==> src/rtl/de10nano_input_conditioner_if.sv <==
// Register-window bus shared with the board PIO: write strobe, byte address, write data
// and registered read data.
interface de10nano_input_conditioner_if #(
    parameter int unsigned WIDTH = 32
);
    logic             we;
    logic [WIDTH-1:0] addr;
    logic [WIDTH-1:0] wd;
    logic [WIDTH-1:0] rd;

    modport master (output we, output addr, output wd, input rd);
    modport slave  (input we, input addr, input wd, output rd);
endinterface

==> src/rtl/de10nano_input_conditioner.sv <==
// Synchronise, polarity-correct and debounce the DE10-Nano SW/KEY pins, flag edges as sticky
// events and expose them via a small register window. Define INPUT_COND_IRQ_EN for IRQ_EN/irq.
module de10nano_input_conditioner #(
    parameter int unsigned     WIDTH           = 32,
    parameter int unsigned     N_CH            = 6,
    parameter logic [N_CH-1:0] ACTIVE_LOW_MASK = 6'b110000,
    parameter int unsigned     SYNC_STAGES     = 2,
    parameter int unsigned     DEBOUNCE_CYCLES = 500000
) (
    input  logic                          clk,
    input  logic                          rst,
    input  logic [N_CH-1:0]               raw_in,
    output logic [N_CH-1:0]               clean,
    output logic [N_CH-1:0]               rise_pulse,
    output logic [N_CH-1:0]               fall_pulse,
    de10nano_input_conditioner_if.slave   bus,
    output logic                          irq
);
    localparam int unsigned CntW = $clog2(DEBOUNCE_CYCLES + 1);
    localparam logic [CntW-1:0] CntLast = CntW'(DEBOUNCE_CYCLES - 1);

    logic [SYNC_STAGES-1:0][N_CH-1:0] sync_q;
    logic [N_CH-1:0]                  s;
    logic [N_CH-1:0][CntW-1:0]        cnt_q, cnt_d;
    logic [N_CH-1:0]                  clean_q, clean_d;
    logic [N_CH-1:0]                  rise_q, rise_d, fall_q, fall_d;
    logic [N_CH-1:0]                  rise_pend_q, rise_pend_d, fall_pend_q, fall_pend_d;
    logic [N_CH-1:0]                  rise_clr, fall_clr, irq_en;
    logic [WIDTH-1:0]                 rd_q, rd_d;
    logic                             unused_bits;

    // Flops idle at the inactive pin level so reset never looks like a press.
    always_ff @(posedge clk) begin
        if (rst) begin
            sync_q <= {SYNC_STAGES{ACTIVE_LOW_MASK}};
        end else begin
            sync_q[0] <= raw_in;
            for (int k = 1; k < SYNC_STAGES; k++) sync_q[k] <= sync_q[k-1];
        end
    end

    assign s = sync_q[SYNC_STAGES-1] ^ ACTIVE_LOW_MASK;

    always_comb begin
        cnt_d   = '0;
        clean_d = clean_q;
        rise_d  = '0;
        fall_d  = '0;
        for (int i = 0; i < N_CH; i++) begin
            if (s[i] != clean_q[i]) begin
                if (cnt_q[i] == CntLast) begin
                    clean_d[i] = s[i];
                    rise_d[i]  = s[i];
                    fall_d[i]  = ~s[i];
                end else begin
                    cnt_d[i] = cnt_q[i] + 1'b1;
                end
            end
        end
    end

    assign rise_clr = (bus.we && bus.addr[3:2] == 2'b01) ? bus.wd[N_CH-1:0] : '0;
    assign fall_clr = (bus.we && bus.addr[3:2] == 2'b10) ? bus.wd[N_CH-1:0] : '0;

    // A new event in the same cycle as its W1C wins.
    assign rise_pend_d = (rise_pend_q & ~rise_clr) | rise_q;
    assign fall_pend_d = (fall_pend_q & ~fall_clr) | fall_q;

    always_comb begin
        rd_d = '0;
        case (bus.addr[3:2])
            2'b00:   rd_d[N_CH-1:0] = clean_q;
            2'b01:   rd_d[N_CH-1:0] = rise_pend_q;
            2'b10:   rd_d[N_CH-1:0] = fall_pend_q;
            default: rd_d[N_CH-1:0] = irq_en;
        endcase
    end

    always_ff @(posedge clk) begin
        if (rst) begin
            cnt_q       <= '0;
            clean_q     <= '0;
            rise_q      <= '0;
            fall_q      <= '0;
            rise_pend_q <= '0;
            fall_pend_q <= '0;
            rd_q        <= '0;
        end else begin
            cnt_q       <= cnt_d;
            clean_q     <= clean_d;
            rise_q      <= rise_d;
            fall_q      <= fall_d;
            rise_pend_q <= rise_pend_d;
            fall_pend_q <= fall_pend_d;
            rd_q        <= rd_d;
        end
    end

`ifdef INPUT_COND_IRQ_EN
    logic [N_CH-1:0] irq_en_q;
    logic            irq_q;

    always_ff @(posedge clk) begin
        if (rst) begin
            irq_en_q <= '0;
            irq_q    <= 1'b0;
        end else begin
            if (bus.we && bus.addr[3:2] == 2'b11) irq_en_q <= bus.wd[N_CH-1:0];
            irq_q <= |((rise_pend_q | fall_pend_q) & irq_en_q);
        end
    end

    assign irq_en = irq_en_q;
    assign irq    = irq_q;
`else
    assign irq_en = '0;
    assign irq    = 1'b0;
`endif

    assign clean       = clean_q;
    assign rise_pulse  = rise_q;
    assign fall_pulse  = fall_q;
    assign bus.rd      = rd_q;
    assign unused_bits = ^{bus.wd[WIDTH-1:N_CH], bus.addr[WIDTH-1:4], bus.addr[1:0]};

    for (genvar i = 0; i < N_CH; i++) begin : g_cnt_chk
        a_cnt_no_wrap: assert property (@(posedge clk) disable iff (rst)
            cnt_q[i] < CntW'(DEBOUNCE_CYCLES));
    end

    a_pulse_excl: assert property (@(posedge clk) disable iff (rst) !(|(rise_q & fall_q)));
endmodule

==> src/flat_wrapper.sv <==
// flat-port wrapper written by rule: the top's interface ports become plain ports
module de10nano_input_conditioner_flat 
#(
    parameter int unsigned     WIDTH           = 32,
    parameter int unsigned     N_CH            = 6,
    parameter logic [N_CH-1:0] ACTIVE_LOW_MASK = 6'b110000,
    parameter int unsigned     SYNC_STAGES     = 2,
    parameter int unsigned     DEBOUNCE_CYCLES = 500000
)
  (clk, rst, raw_in, clean, rise_pulse, fall_pulse, irq, bus_we, bus_addr, bus_wd, bus_rd);
  de10nano_input_conditioner_if #(.WIDTH(WIDTH)) bus_i ();
  input  logic clk;
  input  logic rst;
  input  logic [N_CH-1:0] raw_in;
  output logic [N_CH-1:0] clean;
  output logic [N_CH-1:0] rise_pulse;
  output logic [N_CH-1:0] fall_pulse;
  output logic irq;
  input wire logic [$bits(bus_i.we)-1:0] bus_we;
  input wire logic [$bits(bus_i.addr)-1:0] bus_addr;
  input wire logic [$bits(bus_i.wd)-1:0] bus_wd;
  output wire logic [$bits(bus_i.rd)-1:0] bus_rd;
  assign bus_i.we = bus_we;
  assign bus_i.addr = bus_addr;
  assign bus_i.wd = bus_wd;
  assign bus_rd = bus_i.rd;
  de10nano_input_conditioner #(.WIDTH(WIDTH), .N_CH(N_CH), .ACTIVE_LOW_MASK(ACTIVE_LOW_MASK), .SYNC_STAGES(SYNC_STAGES), .DEBOUNCE_CYCLES(DEBOUNCE_CYCLES)) u_core (.clk(clk), .rst(rst), .raw_in(raw_in), .clean(clean), .rise_pulse(rise_pulse), .fall_pulse(fall_pulse), .bus(bus_i), .irq(irq));
endmodule
==> config.mk <==
export PLATFORM = sky130hd
export DESIGN_NAME = de10nano_input_conditioner_flat
export DESIGN_NICKNAME = d
export VERILOG_FILES = /design/src/rtl/de10nano_input_conditioner_if.sv /design/src/rtl/de10nano_input_conditioner.sv /design/src/flat_wrapper.sv
export SDC_FILE = /design/constraint.sdc
export NUM_CORES = 1
export LEC_CHECK = 0
export CORE_UTILIZATION = 55
export CTS_BUF_LIST = sky130_fd_sc_hd__clkbuf_4
export CTS_CLUSTER_DIAMETER = 200
export DETAILED_ROUTE_END_ITERATION = 16
export GPL_TIMING_DRIVEN = 0
export PLACE_DENSITY = 0.94
export SYNTH_ARGS = -nofsm -noshare
export SYNTH_HDL_FRONTEND = slang
export SYNTH_SLANG_ARGS = --single-unit
==> constraint.sdc <==
create_clock -name clk -period 2.6 [get_ports clk]
set_input_delay 0.78 -clock clk [delete_from_list [all_inputs] [get_ports clk]]
set_output_delay 0.78 -clock clk [all_outputs]
set_load 0.005 [all_outputs]
==> impl_metrics.toml, run 1 <==
[status]
status = "complete, no violations"

[timing]
maxSlewViolCount = 0
fin_ws_ns = 0.206
max_freq_mhz = 418
min_period_ns = 2.39
tightestPinTransition_ns = 0.676
rsz0062_at_grt = "false"
setup_viol = 0
setup-tns-final_ns = 0
slew_headroom_pct = 54.7
skew_ns = 0.0188
hold_viol_final = 0
finalCritPeriodShare_pct = 92.1

[clock_network]
cts_hold_buffers = 0
cts_buffers = 17
post_cts_resized = 0
cts_max_level = 4
clk_latency_ns = 0.57
clockBufferDepth = 2
cts_sinks = 162
path_clk_slew_ns = 0.14
clock-root-buffer = "clkbuf_4"
cts_tree = "done"
postCtsSetupBuffers = 0

[grt]
grt_pass1_vias = 5577
antenna_found_initial = 0
grt_max_degree = 17
grt_use_total_pct = 23.4
grt_pass1_wl_mm = 24.5
grt_overflow = 0

[die]
die_y_um = 115
rows = 41
core-area_mm2 = 0.0126
top_level_ports = 124
start_util_pct = 56.1
dieArea_mm2 = 0.0133
fp.dieW_um = 115

[critical_path]
cp-startpoint = "u_core.clean[4]"
crit_chain = "clkdlybuf4s50_1"
crit_type = "flop to output port"
path_depth = 1
rrSetupSlack_ns = 0.25
critical_path.top_delay_family = "buffers and inverters"
reg2regPathDepth = 5
cp-start-kind = "flop"
cp_slowest_cell = "clkdlybuf4s50_1"
slowest_delay_ns = 0.55
worstPathRequired_ns = 1.82
path_max_fanout = 5
worstReg2RegStart = "u_core.cnt_q[95]"
worstSetupEndpoint = "clean[4]"
r2r-end = "u_core.cnt_q[103]"
arrival_ns = 1.61
worst-path-buf-inv = 1
end_kind = "output port"

[logic_synthesis]
syn_area_per_cell_um2 = 8.71
synthCells = 810
synth_flop_cell = "dfxtp_1"
async_flop_share_pct = 0
ys_seq_elements = 162
seq_area_frac_synth_pct = 46.0
synth_edf_count = 0
syn_area_mm2 = 0.00705
yosysUniqueCellTypes = 49
ys_warn_count = 0

[routing]
vias = 5925
routed_wl_mm = 14.5
ant_nets = 0
via_per_inst = 5.50
wl_per_cell_um = 13.5
drc = 0
firstDrtPassIters = 6
drtIter0Drc = 409

[placed_design]
dp.cells = 1045
io_buffer_count = 37
place_ws_ns = 0.130
gp_congestion = 0.856
hpwlAfterDp_mm = 10.4

[cells_and_area]
nFillCells = 998
final_cells = 1077
antenna-diode-count = 0
layout-drive-gt1-share_pct = 8.62
syn2layout_area_growth_pct = 14.5
nets = 971

[worst_hold_path]
min_path_type = "flop to flop"

[power]
p_per_area_mw_per_mm2 = 538
leakagePower_nw = 2.53
ir_drop_uv = 338

[flow_run]
cap_viol_max_count = 0
registers in the layout, indices dropped and copies added, names as in the netlist:
signal              cells
u_core.bus.rd           6
u_core.cnt_q          114
u_core.fall_pulse       6
u_core.rise_pend_q      6
u_core.fall_pend_q      6
u_core.rise_pulse       6
u_core.clean            6
u_core.s                4
u_core.sync_q           8
how the worst min path moves through the flow:
stage	endpoint	from	slack, ns	depth (start not counted)
after floorplan	u_core.sync_q[10]	u_core.sync_q[4]	0.39	1
after global placement	u_core.sync_q[10]	u_core.sync_q[4]	0.39	1
after detailed placement	u_core.sync_q[11]	u_core.sync_q[5]	0.40	1
after CTS	u_core.sync_q[11]	u_core.sync_q[5]	0.41	1
after global routing	u_core.sync_q[11]	u_core.sync_q[5]	0.43	1
final	u_core.sync_q[11]	u_core.sync_q[5]	0.41	1
cell usage after synthesis, types with 2 or more instances:
master | number | area (um^2)
a21o_1 | 2 | 15.0
a21oi_1 | 52 | 260
and2_1 | 3 | 18.8
and3_1 | 6 | 37.5
and3b_1 | 2 | 17.5
and4_1 | 10 | 87.6
buf_2 | 4 | 20.0
buf_4 | 27 | 203
clkbuf_1 | 20 | 75.1
dfxtp_1 | 162 | 3240
ha_1 | 6 | 75.1
inv_1 | 22 | 82.6
mux2i_1 | 6 | 60.1
nand2_1 | 55 | 206
nand2b_1 | 6 | 37.5
nand3_1 | 44 | 220
nand4_1 | 22 | 138
nand4b_1 | 2 | 17.5
nor2_1 | 118 | 443
nor2b_1 | 10 | 62.6
nor3_1 | 16 | 80.1
nor3b_1 | 3 | 22.5
nor4_1 | 28 | 175
nor4b_1 | 7 | 61.3
o21ai_0 | 18 | 90.1
o31ai_1 | 12 | 90.1
or2_2 | 9 | 56.3
or3_1 | 20 | 125
or4_1 | 19 | 143
or4b_1 | 4 | 40.0
xnor2_1 | 48 | 420
xor2_1 | 30 | 263
per-layer routing:
metal / share of wire (%) / GRT usage [%] / vias up
li1: - / - / 2948
met1: 45 / 27.8 / 2778
met2: 48 / 39.4 / 168
met3: 5.2 / 5.75 / 31
met4: 2.4 / 11.5 / 0
met5: 0 / 0 / -
per-stage QoR:
step / area, um^2 / util, % / hold WS, ns / total power, mW
after detailed placement: 7740 / 61.6 / 0.398 / 2.69
after global routing: 8080 / 64.3 / 0.433 / 4.51
after floorplan: 7150 / - / 0.389 / 2.64
final: 8080 / 64.3 / 0.409 / 4.35
after CTS: 8080 / 64.3 / 0.411 / 4.38
after global placement: 7740 / 61.6 / 0.392 / 2.68
where the power goes:
| group | switching (mW) | internal, mW | leakage [nW] | total [mW] |
|---|---|---|---|---|
| registers | 0.00744 | 2.49 | 1.31 | 2.50 |
| logic | 0.0678 | 0.0640 | 1.05 | 0.132 |
| clock network | 0.868 | 0.850 | 0.167 | 1.72 |
cells by family after synthesis:
| kind of cell | synth area share, % |
|---|---|
| multiplexers | 0.851 |
| adder cells (fa/ha/maj) | 1.06 |
| AO/OA/AOI/OAI | 7.73 |
| XOR/XNOR | 9.68 |
| other | 0.0532 |
| buffers and inverters | 5.55 |
| flip-flops | 46.0 |
| AND/OR/NAND/NOR | 29.1 |
layout make-up:
cell class	count	area [um^2]	share of cell area (%)
clock buffers	17	128	1.58
repair buffers	37	370	4.58
plain buffers	52	309	3.83
multi-input cells	600	3520	43.5
clock inverters	15	214	2.65
well taps	172	215	2.66
inverters	22	82.6	1.02
flip-flops and latches	162	3240	40.1
placed cells by master, fill, tap and decap left out, types with 4 or more instances in the layout:
cell / Yosys / layout
a21oi_1: 52 / 52
and3_1: 6 / 6
and4_1: 10 / 10
buf_2: 4 / 4
buf_4: 27 / 27
bufinv_16: 0 / 5
clkbuf_1: 20 / 20
clkbuf_4: 0 / 17
clkdlybuf4s50_1: 0 / 37
clkinvlp_4: 0 / 4
conb_1: 1 / 27
dfxtp_1: 162 / 162
ha_1: 6 / 6
inv_1: 22 / 22
mux2i_1: 6 / 6
nand2_1: 55 / 55
nand2b_1: 6 / 6
nand3_1: 44 / 44
nand4_1: 22 / 22
nor2_1: 118 / 118
nor2b_1: 10 / 10
nor3_1: 16 / 16
nor4_1: 28 / 28
nor4b_1: 7 / 7
o21ai_0: 18 / 18
o31ai_1: 12 / 12
or2_2: 9 / 9
or3_1: 20 / 20
or4_1: 19 / 19
or4b_1: 4 / 4
xnor2_1: 48 / 48
xor2_1: 30 / 30
(Power assumes the default switching activity.)
==> run 2, diff against run 1 <==
--- a/config.mk
+++ b/config.mk
@@ -5,6 +5,7 @@
 export SDC_FILE = /design/constraint.sdc
 export NUM_CORES = 1
 export LEC_CHECK = 0
+export CORE_ASPECT_RATIO = 0.6
 export CORE_UTILIZATION = 55
 export CTS_BUF_LIST = sky130_fd_sc_hd__clkbuf_4
 export CTS_CLUSTER_DIAMETER = 200
==> run 2 against run 1 <==
  * Maximum frequency is 1.2% higher
  * Non-clock buffer count did not move
  * Worst hold slack improved by 0.017 ns
  * Utilization rose by 1.0 points
  * Largest cell class unchanged
  * Critical path type is now flop to flop
==> impl_metrics.toml, run 2 (same netlist as run 1, synthesis figures left out) <==
[routing]
vias = 5853
wl_per_cell_um = 14.2
routed_wl_mm = 15.2
via_per_inst = 5.47
wl_met2_mm = 6.56
firstDrtPassIters = 5
drc = 0
drtIter0Drc = 427
top_layer = "met4"
route.met3.wl_mm = 1.03
wl_met1_mm = 7.44
ant_nets = 0

[timing]
finalCritPeriodShare_pct = 91.0
setup_viol = 0
setup-tns-final_ns = 0
max_freq_mhz = 422
hold_viol_final = 0
skew_ns = 0.0211
min_period_ns = 2.37
tightestPinTransition_ns = 0.690
slew_headroom_pct = 54.0
rsz0062_at_grt = "false"
maxSlewViolCount = 0
holdWs_ns = 0.425

[grt]
grt_overflow = 0
grt_use_total_pct = 23.6
grt_pass1_vias = 5158
grt_max_degree = 17
antenna_found_initial = 0
grt_pass1_wl_mm = 25.2

[cells_and_area]
top_register = "u_core.cnt_q"
nFillCells = 1017
antenna-diode-count = 0
final_core_util_pct = 65.3
multi_input_area_mm2 = 0.00352
largest_reg_flops = 114
layout-drive-gt1-share_pct = 8.18
layout_common_cells = "dfxtp_1, nor2_1, nand2_1, a21oi_1, xnor2_1"
syn2layout_area_growth_pct = 13.8
nets = 971
regArea_mm2 = 0.00324
top_regs = "u_core.cnt_q (114), u_core.sync_q (8)"
final_common_cell = "dfxtp_1"

[clock_network]
clockBufferDepth = 2
cts_sinks = 162
post_cts_resized = 0
cts_buffers = 17
clk_latency_ns = 0.54
postCtsSetupBuffers = 0
path_clk_slew_ns = 0.13
cts_hold_buffers = 0
cts_max_level = 4
clock-root-buffer = "clkbuf_4"
cts_tree = "done"

[die]
core-area_mm2 = 0.0123
start_util_pct = 57.4
top_level_ports = 124
rows = 31
die_y_um = 89.7
fp.dieW_um = 148
dieArea_mm2 = 0.0133

[critical_path]
slowest_delay_ns = 0.61
end_kind = "flop"
arrival_ns = 2.78
crit_type = "flop to flop"
reg2regPathDepth = 5
crit_chain = "nor4b_1 > nand4_1 > o21bai_1 > clkbuf_1 > nor2_1"
worstPathRequired_ns = 3.02
rrSetupSlack_ns = 0.23
cp-startpoint = "u_core.cnt_q[28]"
cp-start-kind = "flop"
cp_slowest_cell = "o21bai_1"
worstReg2RegStart = "u_core.cnt_q[28]"
r2r-end = "u_core.cnt_q[26]"
path_max_fanout = 10

[power]
p_per_area_mw_per_mm2 = 526
ir_drop_uv = 240
leakagePower_nw = 2.52
p_total_mw = 4.22

[worst_hold_path]
min-delay-start = "u_core.sync_q[5]"
min_path_type = "flop to flop"
whs_path_depth = 1
hold_path_end = "u_core.sync_q[11]"

[flow_run]
cap_viol_max_count = 0

[placed_design]
io_buffer_count = 37
gp_congestion = 0.949
hpwlAfterDp_mm = 10.7

[status]
status = "complete, no violations"
-- run 2: critical path, delay by kind of cell, from the launching register on --
kind | cells | cell delay [ns]
and+or+nand+nor | 3 | 0.80
buffers and inverters | 1 | 0.44
AOI/OAI and AO/OA | 1 | 0.61
DFF | 1 | 0.39
-- run 2: layer usage --
| layer | GRT usage [%] | vias to the layer above |
|---|---|---|
| li1 | - | 2946 |
| met4 | 7.39 | 0 |
| met3 | 5.18 | 15 |
| met1 | 34.2 | 2720 |
| met2 | 34.5 | 172 |
| met5 | 0 | - |
-- run 2: worst max-delay path by stage --
stage / slack, ns / depth (start not counted) / end
2_1_floorplan: 0.64 / 6 / u_core.cnt_q[63]
3_3_place_gp: 0.02 / 6 / u_core.cnt_q[68]
3_5_place_dp: 0.001 / 6 / u_core.cnt_q[66]
4_1_cts: 0.26 / 1 / clean[4]
5_1_grt: 0.03 / 5 / u_core.cnt_q[26]
6_report: 0.23 / 5 / u_core.cnt_q[26]
-- run 2: area by class of cell --
type | instances | area share, %
Buffer | 52 | 3.85
Clock buffer | 17 | 1.59
Clock inverter | 15 | 2.14
Inverter | 22 | 1.03
Multi-Input combinational cell | 600 | 43.8
Sequential cell | 162 | 40.4
Tap cell | 165 | 2.57
Timing Repair Buffer | 37 | 4.61
-- run 2: stage by stage --
| stage | instance area (um^2) | setup slack (ns) | instances |
|---|---|---|---|
| after CTS | 8030 | 0.256 | 1070 |
| after global routing | 8030 | 0.0343 | 1070 |
| after detailed placement | 7730 | 0.00138 | 1038 |
| after global placement | 7730 | 0.0243 | 1038 |
| final | 8030 | 0.233 | 1070 |
| after floorplan | 7150 | 0.644 | 836 |
-- run 2: power by group --
part / internal (mW) / leakage (nW) / switching [mW] / total, mW
clock: 0.737 / 0.154 / 0.851 / 1.59
sequential: 2.49 / 1.31 / 0.00756 / 2.50
combinational: 0.0639 / 1.05 / 0.0708 / 0.135
total: 3.29 / 2.52 / 0.930 / 4.22
==> run 3, diff against run 2 <==
--- a/config.mk
+++ b/config.mk
@@ -6,12 +6,12 @@
 export NUM_CORES = 1
 export LEC_CHECK = 0
 export CORE_ASPECT_RATIO = 0.6
-export CORE_UTILIZATION = 55
+export CORE_UTILIZATION = 40
 export CTS_BUF_LIST = sky130_fd_sc_hd__clkbuf_4
 export CTS_CLUSTER_DIAMETER = 200
 export DETAILED_ROUTE_END_ITERATION = 16
-export GPL_TIMING_DRIVEN = 0
-export PLACE_DENSITY = 0.94
+export PLACE_DENSITY = 0.74
+export SETUP_SLACK_MARGIN = 0.02
 export SYNTH_ARGS = -nofsm -noshare
 export SYNTH_HDL_FRONTEND = slang
 export SYNTH_SLANG_ARGS = --single-unit
==> run 3 against run 2 <==
  * Global-route usage fell by 6.8 points
  * Design area fell by 1.8%
  * Worst setup slack improved by 0.066 ns
  * Sequential power barely moved
  * First-iteration DRC count fell by 20%
  * Worst hold slack got worse by 0.0021 ns
  * Power fell by 2.4%
  * Maximum frequency rose by 2.9%
  * Non-clock buffer count fell by 40
  * Die area rose by 37%
  * Utilization fell by 19 points
  * Critical endpoint is now clean[2]
  * Largest power group unchanged
  * Highest routed layer unchanged
==> impl_metrics.toml, run 3 (same netlist as run 1, synthesis figures left out) <==
[status]
status = "complete, no violations"

[power]
leakagePower_nw = 2.38
p_per_area_mw_per_mm2 = 523
p_total_mw = 4.12
ir_drop_uv = 250

[routing]
routed_wl_mm = 14.5
ant_nets = 0
drtIter0Drc = 340
drc = 0
wl_per_cell_um = 13.2
via_per_inst = 5.05
firstDrtPassIters = 7
vias = 5554

[cells_and_area]
final_common_cell = "dfxtp_1"
layout-drive-gt1-share_pct = 6.36
top_regs = "u_core.cnt_q (114), u_core.sync_q (8)"
top_register = "u_core.cnt_q"
nets = 931
layout_common_cells = "dfxtp_1, nor2_1, nand2_1, a21oi_1, xnor2_1"
syn2layout_area_growth_pct = 11.7
antenna-diode-count = 0
largest_reg_flops = 114
final_cells = 1099

[clock_network]
post_cts_resized = 0
cts_buffers = 17
clock-root-buffer = "clkbuf_4"
path_clk_slew_ns = 0.14
cts_hold_buffers = 0
postCtsSetupBuffers = 0
cts_sinks = 162
cts_max_level = 4
cts_tree = "done"
clockBufferDepth = 2
clk_latency_ns = 0.54

[timing]
min_period_ns = 2.30
setup-tns-final_ns = 0
rsz0062_at_grt = "false"
tightestPinTransition_ns = 0.783
finalCritPeriodShare_pct = 88.5
hold_viol_final = 0
slew_headroom_pct = 47.7
max_freq_mhz = 435
setup_viol = 0
skew_ns = 0.0332
maxSlewViolCount = 0

[worst_hold_path]
min_path_type = "flop to flop"

[placed_design]
io_buffer_count = 40
gp_congestion = 0.840
hpwlAfterDp_mm = 10.3
dp.cells = 1067

[critical_path]
worstPathRequired_ns = 1.82
worst-path-buf-inv = 1
cp_slowest_cell = "clkdlybuf4s50_1"
arrival_ns = 1.52
end_kind = "output port"
crit_chain = "clkdlybuf4s50_1"
critical_path.top_delay_family = "buffers and inverters"
crit_type = "flop to output port"
cp-start-kind = "flop"
slowest_delay_ns = 0.55
path_max_fanout = 4

[die]
start_util_pct = 41.1
core-area_mm2 = 0.0172
fp.dieW_um = 173
rows = 37
die_y_um = 105
dieArea_mm2 = 0.0182
top_level_ports = 124

[grt]
grt_pass1_vias = 5040
antenna_found_initial = 0
grt_overflow = 0
grt_pass1_wl_mm = 24.7
grt_use_total_pct = 16.7
grt_max_degree = 22

[flow_run]
cap_viol_max_count = 0
==> run 3: cell types whose count changed in the layout (fill, tap and decap cells not counted), moves of 3 or more <==
cell / change
inv_6: +5
clkinv_1: -3
buf_2: -3
clkbuf_1: -20
buf_4: -18
==> run 3: path summary, 6_finish.rpt <==
| check | from | to | slack [ns] | cells after the start |
|---|---|---|---|---|
| setup / recovery | u_core.clean[2] | clean[2] | 0.30 | 1 |
| hold / removal | u_core.sync_q[4] | u_core.sync_q[10] | 0.42 | 1 |
| setup reg to reg | u_core.cnt_q[11] | u_core.cnt_q[16] | 0.36 | 4 |
| hold reg to reg | u_core.sync_q[4] | u_core.sync_q[10] | 0.42 | 1 |
==> run 3: metrics by stage <==
| step | util (%) | cell area [um^2] | hold WS, ns | setup WS [ns] |
|---|---|---|---|---|
| global placement | 44.2 | 7600 | 0.391 | 0.197 |
| global route | 45.9 | 7880 | 0.433 | 0.193 |
| CTS | 45.9 | 7880 | 0.424 | 0.235 |
| detailed placement | 44.2 | 7600 | 0.393 | 0.176 |
| finish | 45.9 | 7880 | 0.423 | 0.299 |
| floorplan | - | 7150 | 0.389 | 0.644 |
==> run 3: layout make-up <==
class	instances	area, um^2
inverter	22	82.6
multi-input combinational	600	3520
tap	234	293
sequential	162	3240
timing repair buffer	49	463
fill	1677	9290
clock buffer	17	128
clock inverter	15	155
==> run 3: routing by layer <==
layer / track usage (%) / wire length, um / vias up
met5: 0 / 0 / -
met4: 5.56 / 133 / 0
met3: 3.71 / 709 / 13
met2: 23.3 / 5930 / 104
met1: 25.0 / 7770 / 2570
li1: - / - / 2867
==> run 3: where the power goes <==
group	internal, mW	switching (mW)	total, mW
clock	0.583	0.933	1.52
combinational	0.0430	0.0630	0.106
sequential	2.49	0.00807	2.50
total	3.12	1.00	4.12
